--- src/rtl/led_matrix_pkg.sv ---
// led_matrix_pkg: shared types and sizes for the LED matrix controller
package led_matrix_pkg;
    localparam int NROWS = 8;
    localparam int ROW_W = 8;
    typedef enum logic [1:0] {IDLE, CLEAR, WRITE} state_t;
    typedef struct packed {
        logic             clr;
        logic             wr;
        logic [2:0]       row;
        logic [ROW_W-1:0] val;
    } slot_t;
endpackage

--- src/rtl/led_matrix_ctrl_if.sv ---
// led_matrix_ctrl_if: requester ports and matrix drive outputs of the controller
interface led_matrix_ctrl_if;
    logic       wr_a;
    logic       clr_a;
    logic [2:0] row_a;
    logic [7:0] val_a;
    logic       ack_a;
    logic       wr_b;
    logic       clr_b;
    logic [2:0] row_b;
    logic [7:0] val_b;
    logic       ack_b;
    logic [1:0] ovf;
    logic [7:0] row_n;
    logic [7:0] col;
    logic       frame_tick;
    modport master (
        output wr_a, clr_a, row_a, val_a, wr_b, clr_b, row_b, val_b,
        input  ack_a, ack_b, ovf, row_n, col, frame_tick
    );
    modport slave (
        input  wr_a, clr_a, row_a, val_a, wr_b, clr_b, row_b, val_b,
        output ack_a, ack_b, ovf, row_n, col, frame_tick
    );
endinterface

--- src/rtl/led_matrix_ctrl_scan.sv ---
// matrix_scan: row-multiplexed drive with per-slot blanking and frame tick
module matrix_scan
    import led_matrix_pkg::*;
#(
    parameter int SCAN_DIV  = 1024,
    parameter int BLANK_CYC = 16
) (
    input  logic                   clk,
    input  logic                   reset,
    input  logic [NROWS*ROW_W-1:0] i_buf,
    output logic [7:0]             o_row_n,
    output logic [7:0]             o_col,
    output logic                   o_frame_tick
);
    localparam int DW = $clog2(SCAN_DIV);
    logic [DW-1:0] r_div;
    logic [2:0]    r_row;
    logic [7:0]    r_row_n;
    logic [7:0]    r_col;
    logic          r_frame_tick;
    logic          w_tc;
    logic          w_blank;
    logic [DW-1:0] w_div_nxt;
    logic [2:0]    w_row_nxt;
    assign w_tc      = r_div == DW'(SCAN_DIV - 1);
    assign w_div_nxt = w_tc ? '0 : r_div + 1'b1;
    assign w_row_nxt = w_tc ? r_row + 3'd1 : r_row;
    assign w_blank   = w_div_nxt < DW'(BLANK_CYC);
    // Outputs are built from the next divider/row so they line up with r_div.
    always_ff @(posedge clk) begin
        if (reset) begin
            r_div        <= '0;
            r_row        <= '0;
            r_row_n      <= 8'hFF;
            r_col        <= 8'h00;
            r_frame_tick <= 1'b0;
        end else begin
            r_div        <= w_div_nxt;
            r_row        <= w_row_nxt;
            r_frame_tick <= w_tc && r_row == 3'd7;
            r_row_n      <= w_blank ? 8'hFF : ~(8'd1 << w_row_nxt);
            r_col        <= w_blank ? 8'h00 : i_buf[{w_row_nxt, 3'b000} +: ROW_W];
        end
    end
    assign o_row_n      = r_row_n;
    assign o_col        = r_col;
    assign o_frame_tick = r_frame_tick;
endmodule

--- src/rtl/led_matrix_ctrl.sv ---
// led_matrix_ctrl: 8x8 frame buffer with two-port arbitration, sequenced clears and row scan
module led_matrix_ctrl
    import led_matrix_pkg::*;
#(
    parameter int SCAN_DIV  = 1024,
    parameter int BLANK_CYC = 16
) (
    input logic               clk,
    input logic               reset,
    led_matrix_ctrl_if.slave  bus
);
    logic [ROW_W-1:0]       r_buf [NROWS];
    slot_t                  r_slot_a;
    slot_t                  r_slot_b;
    state_t                 r_state;
    logic [2:0]             r_cnt;
    logic                   r_sel_b;
    logic                   r_ack_a;
    logic                   r_ack_b;
    logic [1:0]             r_ovf;
    logic                   w_full_a;
    logic                   w_full_b;
    logic                   w_stb_a;
    logic                   w_stb_b;
    logic                   w_cur_b;
    logic                   w_done;
    logic                   w_free_a;
    logic                   w_free_b;
    slot_t                  w_cur;
    logic [NROWS*ROW_W-1:0] w_buf_flat;
    assign w_full_a = r_slot_a.clr | r_slot_a.wr;
    assign w_full_b = r_slot_b.clr | r_slot_b.wr;
    assign w_stb_a  = bus.wr_a | bus.clr_a;
    assign w_stb_b  = bus.wr_b | bus.clr_b;
    // In IDLE A wins whenever it holds work; otherwise the latched owner is served.
    assign w_cur_b  = (r_state == IDLE) ? !w_full_a : r_sel_b;
    assign w_cur    = w_cur_b ? r_slot_b : r_slot_a;
    assign w_done   = (r_state == IDLE && w_cur.wr && !w_cur.clr) ||
                      (r_state == CLEAR && r_cnt == 3'd7 && !w_cur.wr) ||
                      (r_state == WRITE);
    assign w_free_a = w_done && !w_cur_b;
    assign w_free_b = w_done && w_cur_b;
    always_ff @(posedge clk) begin
        if (reset) begin
            r_slot_a <= '0;
            r_slot_b <= '0;
            r_ovf    <= 2'b00;
        end else begin
            r_slot_a <= w_stb_a ? slot_t'{bus.clr_a, bus.wr_a, bus.row_a, bus.val_a} :
                        w_free_a ? '0 : r_slot_a;
            r_slot_b <= w_stb_b ? slot_t'{bus.clr_b, bus.wr_b, bus.row_b, bus.val_b} :
                        w_free_b ? '0 : r_slot_b;
            r_ovf    <= r_ovf | {w_stb_b & w_full_b & ~w_free_b, w_stb_a & w_full_a & ~w_free_a};
        end
    end
    always_ff @(posedge clk) begin
        if (reset) begin
            r_state <= IDLE;
            r_cnt   <= '0;
            r_sel_b <= 1'b0;
            r_ack_a <= 1'b0;
            r_ack_b <= 1'b0;
            for (int i = 0; i < NROWS; i++) r_buf[i] <= '0;
        end else begin
            r_ack_a <= w_free_a;
            r_ack_b <= w_free_b;
            case (r_state)
                IDLE: begin
                    if (w_cur.clr) begin
                        r_state <= CLEAR;
                        r_cnt   <= '0;
                        r_sel_b <= w_cur_b;
                    end else if (w_cur.wr) begin
                        r_buf[w_cur.row] <= w_cur.val;
                    end
                end
                CLEAR: begin
                    r_buf[r_cnt] <= '0;
                    r_cnt        <= r_cnt + 3'd1;
                    if (r_cnt == 3'd7) r_state <= w_cur.wr ? WRITE : IDLE;
                end
                WRITE: begin
                    r_buf[w_cur.row] <= w_cur.val;
                    r_state          <= IDLE;
                end
                default: r_state <= IDLE;
            endcase
        end
    end
    for (genvar g = 0; g < NROWS; g++) begin : g_flat
        assign w_buf_flat[g*ROW_W +: ROW_W] = r_buf[g];
    end
    assign bus.ack_a = r_ack_a;
    assign bus.ack_b = r_ack_b;
    assign bus.ovf   = r_ovf;
    matrix_scan #(.SCAN_DIV(SCAN_DIV), .BLANK_CYC(BLANK_CYC)) u_scan (
        .clk          (clk),
        .reset        (reset),
        .i_buf        (w_buf_flat),
        .o_row_n      (bus.row_n),
        .o_col        (bus.col),
        .o_frame_tick (bus.frame_tick)
    );
endmodule

--- src/flat_wrapper.sv ---
// flat-port wrapper written by rule: the top's interface ports become plain ports
module led_matrix_ctrl_flat import led_matrix_pkg::*;
#(
    parameter int SCAN_DIV  = 1024,
    parameter int BLANK_CYC = 16
)
  (clk, reset, bus_wr_a, bus_clr_a, bus_row_a, bus_val_a, bus_wr_b, bus_clr_b, bus_row_b, bus_val_b, bus_ack_a, bus_ack_b, bus_ovf, bus_row_n, bus_col, bus_frame_tick);
  led_matrix_ctrl_if bus_i ();
  input logic clk;
  input logic reset;
  input wire logic [$bits(bus_i.wr_a)-1:0] bus_wr_a;
  input wire logic [$bits(bus_i.clr_a)-1:0] bus_clr_a;
  input wire logic [$bits(bus_i.row_a)-1:0] bus_row_a;
  input wire logic [$bits(bus_i.val_a)-1:0] bus_val_a;
  input wire logic [$bits(bus_i.wr_b)-1:0] bus_wr_b;
  input wire logic [$bits(bus_i.clr_b)-1:0] bus_clr_b;
  input wire logic [$bits(bus_i.row_b)-1:0] bus_row_b;
  input wire logic [$bits(bus_i.val_b)-1:0] bus_val_b;
  output wire logic [$bits(bus_i.ack_a)-1:0] bus_ack_a;
  output wire logic [$bits(bus_i.ack_b)-1:0] bus_ack_b;
  output wire logic [$bits(bus_i.ovf)-1:0] bus_ovf;
  output wire logic [$bits(bus_i.row_n)-1:0] bus_row_n;
  output wire logic [$bits(bus_i.col)-1:0] bus_col;
  output wire logic [$bits(bus_i.frame_tick)-1:0] bus_frame_tick;
  assign bus_i.wr_a = bus_wr_a;
  assign bus_i.clr_a = bus_clr_a;
  assign bus_i.row_a = bus_row_a;
  assign bus_i.val_a = bus_val_a;
  assign bus_i.wr_b = bus_wr_b;
  assign bus_i.clr_b = bus_clr_b;
  assign bus_i.row_b = bus_row_b;
  assign bus_i.val_b = bus_val_b;
  assign bus_ack_a = bus_i.ack_a;
  assign bus_ack_b = bus_i.ack_b;
  assign bus_ovf = bus_i.ovf;
  assign bus_row_n = bus_i.row_n;
  assign bus_col = bus_i.col;
  assign bus_frame_tick = bus_i.frame_tick;
  led_matrix_ctrl #(.SCAN_DIV(SCAN_DIV), .BLANK_CYC(BLANK_CYC)) u_core (.clk(clk), .reset(reset), .bus(bus_i));
endmodule
--- config.mk ---
export PLATFORM = sky130hd
export DESIGN_NAME = led_matrix_ctrl_flat
export DESIGN_NICKNAME = d
export VERILOG_FILES = /design/src/rtl/led_matrix_pkg.sv /design/src/rtl/led_matrix_ctrl_if.sv /design/src/rtl/led_matrix_ctrl_scan.sv /design/src/rtl/led_matrix_ctrl.sv /design/src/flat_wrapper.sv
export SDC_FILE = /design/constraint.sdc
export NUM_CORES = 1
export LEC_CHECK = 0
export ABC_AREA = 1
export BUFFER_PORTS_ARGS = -buffer_cell sky130_fd_sc_hd__buf_2
export CORE_MARGIN = 4
export CORE_UTILIZATION = 30
export CTS_CLUSTER_DIAMETER = 50
export CTS_CLUSTER_SIZE = 20
export DETAILED_ROUTE_END_ITERATION = 10
export PLACE_DENSITY_LB_ADDON = 0.12
export SLEW_MARGIN = 40
export SYNTH_ARGS = -nofsm -noshare
export SYNTH_HDL_FRONTEND = slang
export SYNTH_SLANG_ARGS = --single-unit
--- constraint.sdc ---
create_clock -name clk -period 3.2 [get_ports clk]
set_input_delay 0.64 -clock clk [delete_from_list [all_inputs] [get_ports clk]]
set_output_delay 0.64 -clock clk [all_outputs]
set_load 0.005 [all_outputs]
# --- Word level (Yosys, flattened, before mapping) ---
# Memory sizes are Yosys's and may differ from the RTL's.
# Cells that the tools add are included.
classes:
  mux: 34
  reduce_logical: 23
  n_eq_ne: 7
  shifts: 2
  bitwise_logic: 13
  order_cmp: 1
  add_sub_neg: 3
ops:
  columns: ["cell", "n"]
  rows:
  - ["two-way mux 13 bit", 5]
  - ["indexed part select 64 x 7 -> 8 bit", 1]
  - ["two-way mux 8 bit", 3]
  - ["two-way mux 1 bit", 16]
  - ["OR reduction 8 bit", 2]
  - ["two-way mux 3 bit", 4]
  - ["adder 10 x 1 -> 10 bit, second input constant", 1]
  - ["equality test 10 bit, second input constant", 1]
  - ["< comparator 10 x 5 -> 1 bit, second input constant", 1]
  - ["two-way mux 10 bit", 1]
  - ["NOT 8 bit", 1]
  - ["<< shifter 1 x 3 -> 8 bit, first input constant", 1]
  - ["logical AND 1 bit", 7]
  - ["adder 3 x 1 -> 3 bit, second input constant", 2]
  - ["equality test 3 bit, second input constant", 2]
  - ["two-way mux 2 bit", 3]
  - ["case mux 3 bit (2 select lines)", 1]
  - ["AND reduction 2 bit", 3]
  - ["nonzero test 2 bit", 3]
  - ["bitwise OR 1 bit", 5]
  - ["AND 1 bit", 4]
  - ["zero test 1 bit", 4]
  - ["case mux 2 bit (2 select lines)", 1]
  - ["equality test 2 x 1 -> 1 bit, second input constant", 1]
  - ["other kinds (8)", 10]
word_totals:
  output_inout_bits: 21
  word_cells: 103
  in_bits: 28
  mem_bits_rw: 64
  mem_count: 1
  reg_bits: 66
mem_list:
  columns: ["memory", "depth", "width", "rd", "rd_clocked_by_memory_dff", "wr", "line", "source"]
  rows:
  - ["u_core.r_buf", 8, 8, 8, 0, 8, "led_matrix_ctrl.sv:12", "logic [ROW_W-1:0] r_buf [NROWS];"]

# --- Logic depth before layout (Yosys ltp) ---
# Gate-level depths: netlist (run 1).
logic_depth:
  word_depth: 13
  depth_mapped: 14
  ltp_nobuf: 13

# --- Cells and area by module ---
# A second synthesis (run 1) with hierarchy kept.
hier_totals:
  hier_cells: 662
  hier_area_um2: 5811.8
modules_own_cells:
  columns: ["module", "cells_each", "area_each_um2", "n_inst", "seq_area_each_um2"]
  rows:
  - ["led_matrix_ctrl", 367, 3888.7, 1, 2642.5]
  - ["matrix_scan", 295, 1923.1, 1, 600.6]

# --- Least setup slack after synthesis (run 1) ---
# No wires, ideal clock.
synth_timing:
  kind: "input-to-reg"
  start: "in reset"
  end: "mem u_core.r_buf[6][0] (enable)"
  required_time_ns: 2.871
  path_stages: 8
  setup_slack_ns: 0.877
  arrival_ns: 1.994
  setup_ns: 0.329
  n_path_buf: 1
  cell_sequence: "buf_2 > inv_1 > nand2_1 > o21ai_1 > inv_1 > nor2_1 > nand3_4 > nand2_1"
synth_lines:
  columns: ["element", "line", "source"]
  rows:
  - ["from (decl)", "flat_wrapper.sv:10", "input logic reset;"]
  - ["to (decl)", "led_matrix_ctrl.sv:12", null]

# --- Final worst setup path (run 1) ---
layout_timing:
  start: "reg u_core.u_scan.r_div[0]"
  end: "reg u_core.u_scan.r_col[0], in the netlist u_core.u_scan.o_col[0]"
layout_via:
  elab_chain_len: 4
  elab_cells_between_ends: 7
  cone_classes: "add/sub (1); order compare (1); eq/ne (1); shift (1); mux (2); reduce/logical (1)"
layout_rtl:
  columns: ["element", "line", "source"]
  rows:
  - ["from (decl)", "led_matrix_ctrl_scan.sv:16", "logic [DW-1:0] r_div;"]
  - ["from (signal assigned)", "led_matrix_ctrl_scan.sv:38", "r_div <= w_div_nxt;"]
  - ["adder 10 x 1 -> 10 bit / equality test 10 bit (equally long branches)", "led_matrix_ctrl_scan.sv:26, led_matrix_ctrl_scan.sv:25", null]
  - ["two-way mux 10 bit", "led_matrix_ctrl_scan.sv:26", "assign w_div_nxt = w_tc ? '0 : r_div + 1'b1;"]
  - ["< comparator 10 x 5 -> 1 bit", "led_matrix_ctrl_scan.sv:28", "assign w_blank = w_div_nxt < DW'(BLANK_CYC);"]
  - ["OR reduction 2 bit (no source line)", null, null]
  - ["to (signal assigned)", "led_matrix_ctrl_scan.sv:42", "r_col <= w_blank ? 8'h00 : i_buf[{w_row_nxt, 3'b000} +: ROW_W];"]
  - ["to (decl)", "led_matrix_ctrl_scan.sv:19", "logic [7:0] r_col;"]
# Several ways; a longest one is shown, not always the timed one.
# A chain may end at the register's enable or synchronous reset.

==> metrics.log, run 1 <==
[metrics] number of standard cells after synthesis: ~650
[metrics] leading cell types in the layout, fill and taps excluded: 120 x sky130_fd_sc_hd__nor2_1, 120 x sky130_fd_sc_hd__nand2_1, 95 x sky130_fd_sc_hd__nand3_1
[metrics] library cells used by synthesis: 35
[metrics] Via Count: about 4500
[metrics] Via-to-Cell Ratio: approximately 4.8
[metrics] maximum number of pins on one net before global-route repair: 42
[metrics] insertion delay of the later-clocked pin in the worst-skew pair: 0.42 ns
[metrics] Seq/Total Area, Yosys: 56.5%
[metrics] Clk Tree Root Cell: sky130_fd_sc_hd__clkbuf_16
[metrics] leading post-synthesis cells by cell area: sky130_fd_sc_hd__edfxtp_1 34%, sky130_fd_sc_hd__dfxtp_1 23%, sky130_fd_sc_hd__nand3_1 8.3%
[metrics] cell leakage power: about 2.8 nW
[metrics] mean cell area of the mapped netlist: ~8.9 sq um
[metrics] Synthesized Nets: ~700
[metrics] stage delay of the slowest cell on the critical path: 0.55 ns
[metrics] utilization after layout: a little over a third
[metrics] maximum fanout along the worst path: 21
[metrics] post-route worst hold slack: around 0.46 ns
[metrics] Final TNS setup: 0 ns
[metrics] achievable frequency: 356 MHz
[metrics] first-pass GRT wire length: about 24 mm
[metrics] area added between synthesis and finish: 19.9%
[metrics] dpl ws: ~0.43 ns
[metrics] wire length after detailed routing: 15.0 mm
[metrics] category of the most critical setup path: reg -> reg
[metrics] RSZ-0062 raised after global routing: false
[metrics] total of hold buffers inserted after clock tree synthesis: 0
[metrics] Post-CTS Repair Setup Buffers: 0
[metrics] final weighted congestion in routability-driven placement: a little over 0.9
[metrics] Adder-Cell Fraction of Synth Area: around 1.1%
[metrics] fin. max-slew vios: 0
[metrics] share of Yosys cell area claimed by the top area cell type: about a third
[metrics] kind of cell adding the most delay to the critical path: simple AND/OR/NAND/NOR gates
[metrics] starting DRC count in detailed routing: ~270
[metrics] final hold violation count: 0
[metrics] post-synthesis mux area share: 0%
[metrics] Die Footprint: 0.0214 sq mm
[metrics] cell chain of the critical path: ha_1 > nand2_1 > nor2_1 > nand3_2 > nand2_1 > nand2_1 > nand2_1 > o21ai_0 > nor2_1 > nor2_1
[metrics] Max Cap Violations: 0
[metrics] WL/cell: roughly 16 um
[metrics] # clock sinks: 130
[metrics] final worst path period share: a little under 90%
[metrics] Arr. time, crit path: about 3.1 ns
[metrics] xor and xnor area share after synthesis: less than 1%
[metrics] slowest library cell on the worst path: sky130_fd_sc_hd__nand2_1
[metrics] sum of buffers and inverters on the critical path: 0
[metrics] power per cell area: approximately 630 mW/mm^2
[metrics] post-synthesis cell area: 0.00574 sq mm
[metrics] proportion of layout cells with a drive suffix above 1: 16.3%
[metrics] Tightest Pin Transition: between 0.7 and 0.8 ns
[metrics] Die Y: about 150 um
[metrics] cell occurring most often along the worst timing path: sky130_fd_sc_hd__nand2_1
[metrics] core box area: 0.0188 sq mm
[metrics] final setup fails: 0
[metrics] crit path setup slack, layout: ~0.39 ns
[metrics] CTS tree: done
[metrics] path category of the worst min-delay check: reg -> reg
[metrics] number of buffers added by the clock tree synthesis step: 17
[metrics] initial cell density of the core: a little under a third
[metrics] Antenna Violating Nets Remaining: 0
[metrics] number of antenna violations at the first check in global routing: 0
[metrics] Antenna diodes: 0
[metrics] clock-pin slew reported for the worst setup and hold paths after clock tree synthesis: 0.06 ns
[metrics] NumNets Final: 734
[metrics] GRT Util Overall: 14.5%
[metrics] worst supply voltage drop on vdd: 0.000381 V
[metrics] warnings from Yosys: 0
[metrics] boundary pin count: 49
[metrics] half-perimeter wire length after placement: 10.7 mm
[metrics] fraction of the mapped netlist area in simple logic gates: 28.8%
[metrics] CTS max path bufs: 2
[metrics] largest family of logic cells by synthesized area: simple AND/OR/NAND/NOR gates
[metrics] number of flip-flops and latches in the synthesized netlist: 130
[metrics] Chip Width: ~150 um
[metrics] vias in the first global route: 4519
[metrics] endpoint class of the critical path: flop
[metrics] total power consumption of the routed design: about 4.4 mW
[metrics] number of iterations in the first detailed-routing pass: 5
[metrics] data required time of the worst path: about 3.5 ns
[metrics] Remaining Overflow, GRT: 0
[metrics] worst slew slack as a fraction of its limit: 46.8%
[metrics] cells resized by post-CTS repair: 0
[metrics] complex-gate fraction of the synthesized area: around 7.7%
[metrics] count of H-tree levels built during CTS: 4
[metrics] Worst setup SP type: flop
[metrics] Final Critical Period: 2.81 ns
[metrics] result of the run: finished clean
[metrics] number of design rule violations left after detail routing: 0
[metrics] input/output buffers: 48
[metrics] post-route clock skew: roughly 0.012 ns
[metrics] number of rows created at floorplan: 50
[metrics] dominant cell type by area after synthesis: sky130_fd_sc_hd__edfxtp_1
## metal layers
layer | track usage [%] | wire [um] | part of all wire, %
met1 | 19.1 | 7140 | 47
met2 | 22.6 | 6900 | 46
met3 | 4.13 | 734 | 4.9
met4 | 5.22 | 265 | 1.8
met5 | 0 | 0 | 0
## registers in the layout (all words and copies together) (netlist names), 3 cells and up
register / count
u_core.r_slot_a: 13
u_core.u_scan.o_row_n: 8
u_core.r_buf: 64
u_core.u_scan.r_row: 3
u_core.r_slot_b: 13
u_core.u_scan.o_col: 8
u_core.u_scan.r_div: 10
u_core.r_cnt: 3
## power breakdown
group	internal [mW]	switching (mW)
Sequential	1.83	0.0409
Clock	1.36	0.702
Combinational	0.122	0.301
## path summary, 6_finish.rpt
check             slack, ns  cells after the start              startpoint                endpoint
setup / recovery       0.39                     10  u_core.u_scan.r_div[0]  u_core.u_scan.o_col[0]
hold / removal         0.46                      1  u_core.u_scan.r_div[0]  u_core.u_scan.r_div[0]
setup reg to reg       0.39                     10  u_core.u_scan.r_div[0]  u_core.u_scan.o_col[0]
hold reg to reg        0.46                      1  u_core.u_scan.r_div[0]  u_core.u_scan.r_div[0]
## per-stage QoR
step | instance area (sq um) | cells
final | 6880 | 947
after global routing | 6880 | 947
after CTS | 6880 | 947
after detailed placement | 6250 | 916
after global placement | 6240 | 916
after floorplan | 5740 | 648
## synthesized netlist by cell type
cell,instances
sky130_fd_sc_hd__o211ai_1,1
sky130_fd_sc_hd__buf_4,1
sky130_fd_sc_hd__nor2_4,2
sky130_fd_sc_hd__or2_2,1
sky130_fd_sc_hd__nand2_1,121
sky130_fd_sc_hd__o21a_1,3
sky130_fd_sc_hd__xor2_1,3
sky130_fd_sc_hd__edfxtp_1,64
sky130_fd_sc_hd__nand4_1,1
sky130_fd_sc_hd__nor3_1,4
sky130_fd_sc_hd__o21ai_4,1
sky130_fd_sc_hd__nand3_4,8
sky130_fd_sc_hd__nand2_4,1
sky130_fd_sc_hd__nand3_2,4
sky130_fd_sc_hd__buf_2,15
sky130_fd_sc_hd__nand2_2,2
sky130_fd_sc_hd__ha_1,5
sky130_fd_sc_hd__a22oi_1,2
sky130_fd_sc_hd__o21bai_1,5
sky130_fd_sc_hd__o21bai_2,1
sky130_fd_sc_hd__o21ai_2,2
sky130_fd_sc_hd__inv_2,1
sky130_fd_sc_hd__clkbuf_1,10
sky130_fd_sc_hd__a31oi_4,1
sky130_fd_sc_hd__nand3_1,95
sky130_fd_sc_hd__o21ai_0,21
sky130_fd_sc_hd__nor2_1,120
sky130_fd_sc_hd__a21oi_1,32
sky130_fd_sc_hd__nand3b_1,1
sky130_fd_sc_hd__a21oi_2,1
sky130_fd_sc_hd__dfxtp_1,66
sky130_fd_sc_hd__inv_1,47
sky130_fd_sc_hd__o21ai_1,4
sky130_fd_sc_hd__xnor2_1,1
sky130_fd_sc_hd__nor2_2,1
## logic make-up (layout without fill, tap and decap cells)
logic type | count (synthesis) | count (layout)
simple gates | 361 | 361
compound gates | 74 | 74
fa+ha+maj | 5 | 5
flops | 130 | 130
xor+xnor | 4 | 4
buf+inv | 74 | 139
## cell type report
cell class                      count  area (sq um)
Timing Repair Buffer               60           330
Sequential cell                   130          3240
Inverter                           48           180
Multi-Input combinational cell    444          2210
Clock inverter                     13           191
Fill cell                        1937         11900
Tap cell                          234           293
Clock buffer                       18           429
Power figures use the tool's default switching activity.
==> run 2: changes to the inputs <==
--- a/config.mk
+++ b/config.mk
@@ -16,4 +16,5 @@
 export SLEW_MARGIN = 40
 export SYNTH_ARGS = -nofsm -noshare
 export SYNTH_HDL_FRONTEND = slang
+export SYNTH_HIERARCHICAL = 1
 export SYNTH_SLANG_ARGS = --single-unit
==> run 2 against run 1 <==
Compared with the run above:
- first-iteration DRC count increased by 22%
- clock power decreased by 17%
- flip-flop and latch count unchanged
- register-to-register slack got worse by 0.02 ns
- setup slack got worse by 0.020 ns
- final cell count increased by 4.1%
- sequential power about the same
==> metrics.log, run 2 <==
[metrics] Max Cap Violations: 0
[metrics] Die Footprint: 0.0217 sq mm
[metrics] Via Count: approximately 4500
[metrics] post-route clock skew: 0.0113 ns
[metrics] Remaining Overflow, GRT: 0
[metrics] count of H-tree levels built during CTS: 4
[metrics] cell leakage power: 2.87 nW
[metrics] final weighted congestion in routability-driven placement: a little under 0.8
[metrics] final hold violation count: 0
[metrics] startpoint of the worst-slack reg-to-reg timing path: u_core/r_state[1]
[metrics] endpoint class of the critical path: flop
[metrics] maximum fanout along the worst path: 17
[metrics] slowest library cell on the worst path: sky130_fd_sc_hd__nand2_1
[metrics] number of flip-flops and latches in the synthesized netlist: 130
[metrics] Async SR Flop Fraction: 0%
[metrics] Final TNS setup: 0 ns
[metrics] number of buffers added by the clock tree synthesis step: 17
[metrics] Synthesized Nets: about 700
[metrics] total power consumption of the routed design: around 4 mW
[metrics] worst hold path endpoint: u_core/bus.ovf[1]
[metrics] leading post-synthesis cells by cell area: sky130_fd_sc_hd__edfxtp_1 33%, sky130_fd_sc_hd__dfxtp_1 23%, sky130_fd_sc_hd__nand2_1 9.2%
[metrics] initial cell density of the core: 30.8%
[metrics] cell with the most instances after synthesis: sky130_fd_sc_hd__nand2_1
[metrics] dominant cell type by area after synthesis: sky130_fd_sc_hd__edfxtp_1
[metrics] cell depth of the worst min-delay path: 2
[metrics] wire length after detailed routing: ~15 mm
[metrics] Crit. Startpoint: u_core/r_state[1]
[metrics] library cells used by synthesis: 35
[metrics] final worst path period share: 88.4%
[metrics] cells resized by post-CTS repair: 0
[metrics] Final Critical Period: ~2.8 ns
[metrics] GRT Util Overall: between 10% and 20%
[metrics] first-pass GRT wire length: approximately 24 mm
[metrics] post-route worst hold slack: about 0.47 ns
[metrics] total of hold buffers inserted after clock tree synthesis: 0
[metrics] proportion of layout cells with a drive suffix above 1: 17.5%
[metrics] # clock sinks: 130
[metrics] most common library cell in the layout ignoring fill and taps: sky130_fd_sc_hd__nand2_1
[metrics] leading cell types in the layout, fill and taps excluded: 143 x sky130_fd_sc_hd__nand2_1, 118 x sky130_fd_sc_hd__nor2_1, 102 x sky130_fd_sc_hd__nand3_1
[metrics] path category of the worst min-delay check: reg -> reg
[metrics] top post-synthesis cells by count: 143 x sky130_fd_sc_hd__nand2_1, 118 x sky130_fd_sc_hd__nor2_1, 102 x sky130_fd_sc_hd__nand3_1, 66 x sky130_fd_sc_hd__dfxtp_1, 64 x sky130_fd_sc_hd__edfxtp_1
[metrics] share of Yosys cell area claimed by the top area cell type: roughly a third
[metrics] number of rows created at floorplan: 50
[metrics] cell chain of the critical path: nor2_1 > nand2_1 > nand2_1 > inv_1 > o211ai_1 > o21ai_2 > inv_2 > nand3_2 > nand2_1
[metrics] starting DRC count in detailed routing: 323
[metrics] post-synthesis cell area: approximately 0.0058 sq mm
[metrics] number of antenna violations at the first check in global routing: 0
[metrics] startpoint of the tightest hold check path: u_core/bus.ovf[1]
[metrics] number of flip-flops under the largest register name: 64
[metrics] achievable frequency: ~350 MHz
[metrics] reg2reg path depth: 9
[metrics] kind of cell adding the most delay to the critical path: simple AND/OR/NAND/NOR gates
[metrics] Clk Tree Root Cell: sky130_fd_sc_hd__clkbuf_16
[metrics] result of the run: finished clean
[metrics] Crit Reg-Reg Endpoint: u_core/r_buf[2][0]
[metrics] cell occurring most often along the worst timing path: sky130_fd_sc_hd__nand2_1
[metrics] sum of buffers and inverters on the critical path: 2
[metrics] number of standard cells after synthesis: roughly 660
[metrics] CTS max path bufs: 2
[metrics] Post-CTS Repair Setup Buffers: 0
[metrics] area added between synthesis and finish: 17.7%
[metrics] CTS tree: done
[metrics] register-to-register setup slack: 0.37 ns
[metrics] Arr. time, crit path: about 2.9 ns
[metrics] category of the most critical setup path: reg -> reg
[metrics] Worst setup SP type: flop
[metrics] final setup fails: 0
[metrics] maximum number of pins on one net before global-route repair: 46
[metrics] vias in the first global route: roughly 4600
[metrics] stage delay of the slowest cell on the critical path: 0.41 ns
[metrics] Die Y: approximately 150 um
[metrics] Antenna diodes: 0
[metrics] Chip Width: roughly 150 um
[metrics] fin. max-slew vios: 0
[metrics] power per cell area: between 500 and 600 mW/mm^2
[metrics] RSZ-0062 raised after global routing: false
[metrics] number of iterations in the first detailed-routing pass: 5
[metrics] worst slew slack as a fraction of its limit: between 50% and 60%
[metrics] Via-to-Cell Ratio: between 4 and 5
[metrics] Tightest Pin Transition: roughly 0.74 ns
[metrics] largest registers: u_core/r_buf: 64 flops, u_core/r_slot_a: 13 flops, u_core/r_slot_b: 13 flops
[metrics] number of enable flip-flop cells after synthesis: between 60 and 70
[metrics] Seq/Total Area, Yosys: around 56%
[metrics] input/output buffers: between 40 and 50
[metrics] half-perimeter wire length after placement: ~11 mm
[metrics] most frequently used flop master after synthesis: sky130_fd_sc_hd__dfxtp_1
[metrics] data required time of the worst path: 3.28 ns
[metrics] number of design rule violations left after detail routing: 0
[metrics] clock-pin slew reported for the worst setup and hold paths after clock tree synthesis: approximately 0.060 ns
[metrics] Antenna Violating Nets Remaining: 0
[metrics] insertion delay of the later-clocked pin in the worst-skew pair: roughly 0.41 ns
[metrics] WL/cell: between 15 and 20 um
[metrics] Largest Register: u_core/r_buf
[metrics] core box area: between 0.015 and 0.02 sq mm
[metrics] boundary pin count: 49
[metrics] worst supply voltage drop on vdd: 0.000324 V
[metrics] warnings from Yosys: 6
[metrics] NumNets Final: ~750
[metrics] mean cell area of the mapped netlist: ~9 sq um
run 2: final cells by class:
cell class | count | area, sq um
Fill cell | 1953 | 12100
Sequential cell | 130 | 3240
Multi-Input combinational cell | 466 | 2280
Clock buffer | 22 | 468
Tap cell | 260 | 325
Timing Repair Buffer | 58 | 315
Inverter | 40 | 150
Clock inverter | 10 | 60.1
run 2: how the worst max path moves through the flow:
stage               slack (ns)  cells after the start                 end
detailed placement        0.44                      9  u_core/r_buf[2][2]
CTS                       0.41                      9  u_core/r_buf[2][0]
global placement          0.59                      9  u_core/r_buf[2][2]
finish                    0.37                      9  u_core/r_buf[2][0]
floorplan                 0.88                      9  u_core/r_buf[6][0]
global route              0.07                      9  u_core/r_buf[2][0]
run 2: power by group:
group | switching (mW) | internal (mW) | total [mW]
combinational | 0.283 | 0.117 | 0.399
sequential | 0.0415 | 1.83 | 1.87
clock | 0.684 | 1.03 | 1.72
run 2: cells by family after synthesis:
| family | synth area share (%) |
|---|---|
| buf+inv | 5.12 |
| fa+ha+maj | 1.08 |
| flops | 55.8 |
| simple gates | 31.2 |
| compound gates | 6.76 |
run 2: per-layer routing:
layer	share of wire (%)	track usage, %	routed length, um	vias up
met1	46	18.5	6980	2105
met4	0.98	3.36	148	0
met5	0	0	0	-
met2	48	24.3	7220	113
met3	4.7	3.64	702	14
li1	-	-	-	2303
run 2: stage by stage:
| stage | cells | util [%] | cell area (sq um) | setup WS (ns) |
|---|---|---|---|---|
| finish | 986 | 36.2 | 6840 | 0.372 |
| global route | 986 | 36.2 | 6840 | 0.0667 |
| CTS | 986 | 36.2 | 6840 | 0.411 |
| detailed placement | 954 | 33.4 | 6310 | 0.443 |
| global placement | 954 | 33.4 | 6300 | 0.587 |
| floorplan | 662 | - | 5810 | 0.881 |
run 2: worst min-delay path, stage by stage (launching register included):
cell and delay, ns:
sky130_fd_sc_hd__dfxtp_1 0.33, sky130_fd_sc_hd__a21oi_1 0.04, sky130_fd_sc_hd__nor2_1 0.07
==> run 3: changes to the inputs <==
==> constraint.sdc (replaced) <==
create_clock -name clk -period 3.3 [get_ports clk]
set_input_delay 0.66 -clock clk [delete_from_list [all_inputs] [get_ports clk]]
set_output_delay 0.66 -clock clk [all_outputs]
set_load 0.005 [all_outputs]
==> run 3 against run 2 <==
Compared with the run above:
- power rose by 8.2%
- critical endpoint is now u_core/r_buf[0][2]
- die area did not move
- sequential power fell by 3%
- flip-flop and latch count did not move
- global-route usage rose by 0.29 points
- largest cell class unchanged
- combinational power fell by 3%
- non-clock buffer count did not move
==> metrics.log, run 3 (synthesis gave the netlist of run 2 again) <==
[metrics] result of the run: finished clean
[metrics] number of antenna violations at the first check in global routing: 0
[metrics] Remaining Overflow, GRT: 0
[metrics] slowest library cell on the worst path: sky130_fd_sc_hd__nand2_1
[metrics] Antenna diodes: 0
[metrics] number of design rule violations left after detail routing: 0
[metrics] part of the total power dissipated in combinational logic: 8.9%
[metrics] boundary pin count: 49
[metrics] GRT Util Overall: between 10 and 15%
[metrics] total of hold buffers inserted after clock tree synthesis: 0
[metrics] NumNets Final: 746
[metrics] final worst path period share: between 80% and 90%
[metrics] Int Pwr: between 3 and 4 mW
[metrics] worst slew slack as a fraction of its limit: between 40% and 50%
[metrics] number of iterations in the first detailed-routing pass: 6
[metrics] number of rows created at floorplan: 50
[metrics] worst supply voltage drop on vdd: 0.000338 V
[metrics] count of H-tree levels built during CTS: 4
[metrics] category of the most critical setup path: reg -> reg
[metrics] Layout Cell Area excl Fill: around 0.007 sq mm
[metrics] vias in the first global route: between 4000 and 5000
[metrics] Max Cap Violations: 0
[metrics] proportion of power drawn by flip-flops and latches: between 40% and 50%
[metrics] leading cell types in the layout, fill and taps excluded: 143 x sky130_fd_sc_hd__nand2_1, 118 x sky130_fd_sc_hd__nor2_1, 102 x sky130_fd_sc_hd__nand3_1
[metrics] Antenna Violating Nets Remaining: 0
[metrics] Die Y: about 150 um
[metrics] final setup fails: 0
[metrics] Chip Width: 147 um
[metrics] most common library cell in the layout ignoring fill and taps: sky130_fd_sc_hd__nand2_1
[metrics] largest registers: u_core/r_buf: 64 flops, u_core/r_slot_a: 13 flops, u_core/r_slot_b: 13 flops
[metrics] final weighted congestion in routability-driven placement: roughly 0.76
[metrics] half-perimeter wire length after placement: approximately 11 mm
[metrics] input/output buffers: between 40 and 50
[metrics] CTS max path bufs: 2
[metrics] final hold violation count: 0
[metrics] number of buffers added by the clock tree synthesis step: 17
[metrics] initial cell density of the core: between 30% and 40%
[metrics] number of flip-flops under the largest register name: 64
[metrics] Post-CTS Repair Setup Buffers: 0
[metrics] core box area: around 0.019 sq mm
[metrics] register-to-register setup slack: around 0.52 ns
[metrics] cell occurring most often along the worst timing path: sky130_fd_sc_hd__nand2_1
[metrics] cell chain of the critical path: nor2_1 > nand2_1 > nand2_1 > inv_1 > o211ai_1 > o21ai_2 > inv_2 > nand3_2 > nand2_1
[metrics] power per cell area: 618 mW/mm^2
[metrics] first-pass GRT wire length: approximately 25 mm
[metrics] Tightest Pin Transition: ~0.77 ns
[metrics] maximum number of pins on one net before global-route repair: 46
[metrics] proportion of layout cells with a drive suffix above 1: between 15 and 20%
[metrics] instance area at placement: 0.00631 sq mm
[metrics] clock-pin slew reported for the worst setup and hold paths after clock tree synthesis: about 0.060 ns
[metrics] CTS tree: done
[metrics] # clock sinks: 130
[metrics] Via Count: between 4000 and 5000
[metrics] cells resized by post-CTS repair: 0
[metrics] Die Footprint: about 0.022 sq mm
[metrics] area added between synthesis and finish: 20.1%
[metrics] endpoint class of the critical path: flop
[metrics] dpl ws: 0.540 ns
[metrics] stage delay of the slowest cell on the critical path: around 0.39 ns
[metrics] Largest Register: u_core/r_buf
[metrics] switching pwr: 1.01 mW
[metrics] crit path setup slack, layout: 0.518 ns
[metrics] maximum fanout along the worst path: 17
[metrics] Arr. time, crit path: around 2.9 ns
[metrics] path category of the worst min-delay check: reg -> reg
[metrics] RSZ-0062 raised after global routing: false
[metrics] clock network fraction of total power: 49.0%
[metrics] switching portion of total power: a little under a quarter
[metrics] starting DRC count in detailed routing: 259
[metrics] Worst setup SP type: flop
[metrics] Final Critical Period: between 2 and 3 ns
[metrics] fin. max-slew vios: 0
[metrics] data required time of the worst path: about 3.4 ns
[metrics] achievable frequency: 359 MHz
[metrics] cell leakage power: just under 3 nW
[metrics] Via-to-Cell Ratio: roughly 4.6
[metrics] WL/cell: approximately 16 um
[metrics] Final TNS setup: 0 ns
[metrics] post-route clock skew: approximately 0.010 ns
[metrics] filler instances: a little under 2000
[metrics] post-route worst hold slack: roughly 0.46 ns
[metrics] insertion delay of the later-clocked pin in the worst-skew pair: about 0.42 ns
[metrics] wire length after detailed routing: 15.3 mm
[metrics] Clk Tree Root Cell: sky130_fd_sc_hd__clkbuf_16
[metrics] utilization after layout: between 30% and 40%
run 3: power groups by stage:
| stage | clock network (mW) | logic [mW] | registers [mW] |
|---|---|---|---|
| 2_1_floorplan | 0 | 0.236 | 1.83 |
| 3_3_place_gp | 0 | 0.376 | 1.85 |
| 3_5_place_dp | 0 | 0.387 | 1.85 |
| 4_1_cts | 2.15 | 0.389 | 1.81 |
| 5_1_grt | 2.23 | 0.430 | 1.82 |
| 6_report | 2.11 | 0.386 | 1.81 |
run 3: worst paths after layout:
check,startpoint,to,cells past startpoint
max,u_core/r_state[1],u_core/r_buf[0][2],9
min,u_core/bus.ovf[1],u_core/bus.ovf[1],2
max reg2reg,u_core/r_state[1],u_core/r_buf[0][2],9
min reg2reg,u_core/bus.ovf[1],u_core/bus.ovf[1],2
run 3: final cells by class:
class                           instances  area, sq um  share of cell area, %
Sequential cell                       130         3240                   46.5
Multi-Input combinational cell        466         2280                   32.7
Clock buffer                           18          429                   6.15
Tap cell                              260          325                   4.66
Timing Repair Buffer                   58          315                   4.52
Clock inverter                         14          236                   3.39
Inverter                               40          150                   2.15
run 3: stage by stage:
step | power (mW) | instances
after floorplan | 2.06 | 662
after global placement | 2.22 | 954
after detailed placement | 2.24 | 954
after CTS | 4.35 | 986
after global routing | 4.48 | 986
final | 4.31 | 986
run 3: per-layer routing:
layer | vias up | wire, um | track usage [%]
met3 | 14 | 820 | 3.86
met1 | 2129 | 7090 | 19.4
met2 | 107 | 7180 | 23.4
met5 | - | 0 | 0
li1 | 2312 | - | -
met4 | 0 | 220 | 4.94
run 3: critical path, delay by kind of cell, from the launching register on:
family / cells / cell delay (ns)
and+or+nand+nor: 5 / 1.18
buffers and inverters: 2 / 0.46
AOI/OAI and AO/OA: 2 / 0.46
DFF: 1 / 0.34
